[config.mk]
export PLATFORM = sky130hd
export DESIGN_NAME = prog_rom_loader
export DESIGN_NICKNAME = d
export VERILOG_FILES = /design/src/rtl/prog_rom_loader_pkg.sv /design/src/rtl/prog_rom_loader.sv
export SDC_FILE = /design/constraint.sdc
export NUM_CORES = 1
export LEC_CHECK = 0
export CAP_MARGIN = 40
export CORE_MARGIN = 2
export CORE_UTILIZATION = 50
export DETAILED_ROUTE_END_ITERATION = 7
export PLACE_DENSITY = 0.71
export SLEW_MARGIN = 20
export SYNTH_ARGS = -nofsm -noshare
export SYNTH_HDL_FRONTEND = slang
export SYNTH_SLANG_ARGS = --single-unit
[constraint.sdc]
create_clock -name clk -period 2.14 [get_ports clk]
set_input_delay 0.428 -clock clk [delete_from_list [all_inputs] [get_ports clk]]
set_output_delay 0.428 -clock clk [all_outputs]
set_load 0.02 [all_outputs]
[src/rtl/prog_rom_loader_pkg.sv]
// Shared constants and state encoding for the program-memory loader.
// Address/data widths must match the CPU PC/MAR and Program_Rom word width.
package prog_rom_loader_pkg;

    localparam int          PROG_ADDR_W    = 11;
    localparam int          PROG_DATA_W    = 14;
    localparam logic [7:0]  PROG_SYNC_BYTE = 8'hA5;

    typedef enum logic [2:0] {
        IDLE    = 3'd0,
        ADDR_HI = 3'd1,
        ADDR_LO = 3'd2,
        COUNT   = 3'd3,
        DATA_HI = 3'd4,
        DATA_LO = 3'd5,
        CHECK   = 3'd6
    } state_t;

endpackage

[src/rtl/prog_rom_loader.sv]
// Assembles a framed host byte stream into instruction words and writes them
// to program memory, holding the CPU while a frame is in flight.
//
// state   | meaning
// IDLE    | hunting for SYNC_BYTE, all other bytes dropped
// ADDR_HI | expecting start address bits [ADDR_W-1:8]
// ADDR_LO | expecting start address bits [7:0]
// COUNT   | expecting word count (0 encodes 256)
// DATA_HI | expecting upper bits of the next word
// DATA_LO | expecting lower byte; acceptance issues the write
// CHECK   | expecting checksum byte, frame ends on acceptance
module prog_rom_loader
    import prog_rom_loader_pkg::*;
#(
    parameter int         ADDR_W    = PROG_ADDR_W,
    parameter int         DATA_W    = PROG_DATA_W,
    parameter logic [7:0] SYNC_BYTE = PROG_SYNC_BYTE
) (
    input  logic              clk,
    input  logic              reset,
    input  logic [7:0]        in_data,
    input  logic              in_valid,
    output logic              in_ready,
    output logic              wr_en,
    output logic [ADDR_W-1:0] wr_addr,
    output logic [DATA_W-1:0] wr_data,
    output logic              cpu_hold,
    output logic              done,
    output logic              err
);

    localparam int HI_W = DATA_W - 8;

    state_t              state, state_n;
    logic [ADDR_W-1:0]   addr, addr_n;
    logic [8:0]          cnt, cnt_n;
    logic [HI_W-1:0]     hi, hi_n;
    logic [7:0]          chk, chk_n, chk_sum;
    logic                wr_en_n, cpu_hold_n, done_n, err_n;
    logic [ADDR_W-1:0]   wr_addr_n;
    logic [DATA_W-1:0]   wr_data_n;
    logic                xfer;

    // The only stall source is the write cycle itself.
    assign in_ready = ~wr_en;
    assign xfer     = in_valid & in_ready;
    assign chk_sum  = chk + in_data;

    always_ff @(posedge clk or negedge reset) begin
        if (!reset) begin
            state    <= IDLE;
            addr     <= '0;
            cnt      <= '0;
            hi       <= '0;
            chk      <= '0;
            wr_en    <= 1'b0;
            wr_addr  <= '0;
            wr_data  <= '0;
            cpu_hold <= 1'b0;
            done     <= 1'b0;
            err      <= 1'b0;
        end else begin
            state    <= state_n;
            addr     <= addr_n;
            cnt      <= cnt_n;
            hi       <= hi_n;
            chk      <= chk_n;
            wr_en    <= wr_en_n;
            wr_addr  <= wr_addr_n;
            wr_data  <= wr_data_n;
            cpu_hold <= cpu_hold_n;
            done     <= done_n;
            err      <= err_n;
        end
    end

    always_comb begin
        state_n    = state;
        addr_n     = addr;
        cnt_n      = cnt;
        hi_n       = hi;
        chk_n      = chk;
        wr_en_n    = 1'b0;
        wr_addr_n  = wr_addr;
        wr_data_n  = wr_data;
        cpu_hold_n = cpu_hold;
        done_n     = 1'b0;
        err_n      = err;

        if (xfer) begin
            // Every byte after SYNC, CHK included, feeds the running sum.
            if (state != IDLE) begin
                chk_n = chk_sum;
            end
            unique case (state)
                IDLE: begin
                    if (in_data == SYNC_BYTE) begin
                        state_n    = ADDR_HI;
                        chk_n      = '0;
                        cpu_hold_n = 1'b1;
                        err_n      = 1'b0;
                    end
                end
                ADDR_HI: begin
                    addr_n  = {in_data[ADDR_W-9:0], addr[7:0]};
                    state_n = ADDR_LO;
                end
                ADDR_LO: begin
                    addr_n  = {addr[ADDR_W-1:8], in_data};
                    state_n = COUNT;
                end
                COUNT: begin
                    cnt_n   = (in_data == 8'd0) ? 9'd256 : {1'b0, in_data};
                    state_n = DATA_HI;
                end
                DATA_HI: begin
                    hi_n    = in_data[HI_W-1:0];
                    state_n = DATA_LO;
                end
                DATA_LO: begin
                    wr_en_n   = 1'b1;
                    wr_addr_n = addr;
                    wr_data_n = {hi, in_data};
                    addr_n    = addr + ADDR_W'(1);
                    cnt_n     = cnt - 9'd1;
                    state_n   = (cnt == 9'd1) ? CHECK : DATA_HI;
                end
                CHECK: begin
                    cpu_hold_n = 1'b0;
                    state_n    = IDLE;
                    if (chk_sum == 8'h00) begin
                        done_n = 1'b1;
                    end else begin
                        err_n = 1'b1;
                    end
                end
                default: state_n = IDLE;
            endcase
        end
    end

endmodule
==> metrics.txt <==
failing checks negative setup slack; drt first pass iters 4; antenna violations before repair 0; Place WS -0.5207 ns; worst hold path type input port to asynchronous set/reset pin; PD cells 1388 nW/um^2; number of diodes 0; Synth Cell Area 3457 um^2; die height 87.15 um; critical path class flip-flop to flip-flop; overall global routing resource usage 0.2388; placed cells 474; Avg WL per Cell 16.88 um; htree depth 3; share of layout cells above drive strength 1 0.2732; antenna-violating nets left 0; fin crit period 2.149 ns; Clock Tree Root clkbuf_8; crit-path max cell delay 0.50 ns; required time worst endpoint 2.40 ns; Sequential Power Share 0.351; outcome complete, but fails checks; area fraction of the dominant cell type after synthesis 0.4777; Clock power frac 0.185; clock tree sinks 66; FF-to-FF path depth 7; launch point of the worst reg-to-reg path chk[0]$_DFFE_PN0P_; drt via density 5.788; worst reg2reg setup slack -0.009 ns; Hold-fix buffers, CTS 0; final hold vios 0; Starting Density 0.5117; FFs w/ async S/R, synth 1.000; insertion delay to the later sink of the worst-skew pair 0.34 ns; Gate power share 0.464; final critical-path share of the clock period 1.004; final RePlAce weighted congestion 0.8051; worst setup margin -0.009025 ns; # nets final 427; Seq/Total Area, Yosys 0.4777; VDD IR-drop max 0.8629 mV; vias in the first global route 2820; P_leak 1.984 nW; dominant cell type by area after synthesis dfrtp_1; CP max stage cell or4_1; DIE AREA 7595 um^2; Max clock buf depth 2; pin count of the biggest net entering global routing 67; Pint 3.859 mW; power consumption 6.252 mW; crit path max fanout 2; Mapped Cells 328; Area contributors post-synth dfrtp_1 48%, mux2_2 10%, o21ai_0 4.5%, a21oi_1 3.6%, ha_1 3.6%; Top Ports 41; hpwl dp 5740 um; number of flops mapped to enable cells by yosys 0; hold_ws 0.07582 ns; DR vias 2836; Total Wirelength 8269 um; startpoint types flip-flop; num rows 30; Final setup viols 2; die width 87.15 um; overflow left after global routing 0; clock transition at the registers of the reported paths 0.08 ns; Max-Cap Viols 0; Synth Register Bits 66; worst flop-to-flop path endpoint done$_DFF_PN0_; distinct cell type count after synthesis 58; Tightest Pin Transition 0.5417 ns; RSZ-0062 raised after global routing true; crit-path cells ha_2 -> fa_2 -> a211oi_2 -> nor2_1 -> xor2_1 -> or4_1 -> nor4_2; Final Skew 0.007215 ns; CP Capture Type flip-flop; Post-Route Utilization 0.6669; fmax 465.3 MHz; core area 6756 um^2; Synth Flop Type dfrtp_1; YS warnings 0; drt drc 0; Slew Viols, Final 0; Syn Nets 350; CTS Buf Count 9; port buffer count 40; Net Sw Power 2.393 mW; relative slew slack 0.6364; P&R area growth vs syn 30.33%; Final Non-Filler Cells 490; syn_area_per_cell 10.54 um^2; CP arrival 2.41 ns; Sw Share 0.3827; first-pass GRT wire length 14000 um; TritonCTS clock tree done; 1st-iter DRT viols 319
-- routing by layer --
metal  routed length (um)  up-vias  track usage
met4                   64        0      0.05315
met2                 3836       81       0.3602
li1                     -     1365            -
met1                 3810     1384       0.3452
met3                  557        6      0.06635
met5                    0        -            0
-- cell usage in the layout, fill, tap and decap left out, drive strengths merged, types with 3 or more instances in the layout --
cell           count
clkinv             3
nand2             17
inv                8
a21oi             25
and2               3
nor2b              3
nor2              28
a22o               9
nor4               3
a211oi             4
and3               6
a21o               3
a22oi              3
dfrtp             66
mux2              31
clkbuf             9
clkdlybuf4s50     35
xor2               4
dlygate4sd2        3
o21ai             33
or4                4
ha                10
buf               40
nand2b             6
nor3              10
nand3              9
-- final cells by class --
type	instances	area (um^2)
Clock inverter	7	93.84
Clock buffer	9	123.9
Tap cell	80	100.1
Fill cell	540	2251
Sequential cell	66	1652
Multi-Input combinational cell	241	1794
Timing Repair Buffer	79	711.9
Inverter	8	30.03
-- synth_stat cells, types with 2 or more instances --
cell type	instances
o21ai_0	31
clkbuf_1	4
inv_1	7
nor2_4	3
nor2_1	25
a22o_1	9
a22oi_1	3
a211oi_1	2
and2_1	3
o32ai_1	2
nor2b_1	3
nand2_1	17
dfrtp_1	66
nor3_1	9
and3_1	5
buf_4	3
ha_1	10
nand2b_1	6
a211oi_2	2
or3_1	2
nand3_1	8
mux2_2	31
o21ai_1	2
a32oi_1	2
nor4_2	2
a21oi_1	25
o211ai_1	2
a21o_1	3
xor2_1	4
buf_2	6
o2bb2ai_1	2
or4_1	3
-- kinds of logic (layout without fill, tap and decap cells) --
| kind of cell | count (synthesis) | after routing | share of synthesized area |
|---|---|---|---|
| fa+ha+maj | 11 | 11 | 0.04198 |
| simple gates | 99 | 99 | 0.1614 |
| flops | 66 | 66 | 0.4777 |
| xor+xnor | 4 | 4 | 0.01013 |
| buf+inv | 21 | 103 | 0.02823 |
| mux | 31 | 31 | 0.1010 |
| compound gates | 96 | 96 | 0.1795 |
-- sequential cells by signal (all words and copies together), names as in the netlist, 3 cells and up --
name,count
wr_data,14
addr,11
wr_addr,11
cnt,9
chk,8
hi,6
state,3
-- power by group through the flow --
| stage | combinational, mW | sequential, mW | clock (mW) |
|---|---|---|---|
| 3_5_place_dp | 2.73 | 2.20 | 0 |
| 6_report | 2.90 | 2.19 | 1.16 |
| 5_1_grt | 3.19 | 2.27 | 1.24 |
| 4_1_cts | 2.84 | 2.19 | 1.19 |
| 2_1_floorplan | 1.52 | 2.31 | 0 |
| 3_3_place_gp | 2.66 | 2.19 | 0 |
-- worst max-delay path: cells and delay by family, from the launching register on --
kind                     cells  cell delay [ns]
flip-flops                   1             0.40
adder cells (fa/ha/maj)      2             0.59
AND/OR/NAND/NOR              3             0.72
XOR/XNOR                     1             0.15
AO/OA/AOI/OAI                1             0.23
-- timing repair --
action,4_1_cts,5_1_grt
pin swaps,7,4
setup buffers,1,0
setup endpoints to repair,5,5
gates resized for setup,9,6
-- stage by stage --
stage	TNS, ns	area (um^2)
6_report	-0.01114	4506
2_1_floorplan	-0.03656	3462
4_1_cts	-0.03771	4481
3_3_place_gp	-3.172	4208
5_1_grt	-0.1748	4506
3_5_place_dp	-3.471	4208
-- worst max-delay path by stage --
| stage | slack, ns | endpoint | start | depth (start not counted) |
|---|---|---|---|---|
| 3_3_place_gp | -0.49 | done$_DFF_PN0_ | in_data[0] | 8 |
| 5_1_grt | -0.09 | done$_DFF_PN0_ | chk[0]$_DFFE_PN0P_ | 7 |
| 4_1_cts | -0.04 | done$_DFF_PN0_ | chk[0]$_DFFE_PN0P_ | 7 |
| 6_report | -0.009 | done$_DFF_PN0_ | chk[0]$_DFFE_PN0P_ | 7 |
| 3_5_place_dp | -0.52 | done$_DFF_PN0_ | in_data[0] | 8 |
| 2_1_floorplan | -0.04 | done$_DFF_PN0_ | in_data[0] | 7 |
(Power assumes the default switching activity.)
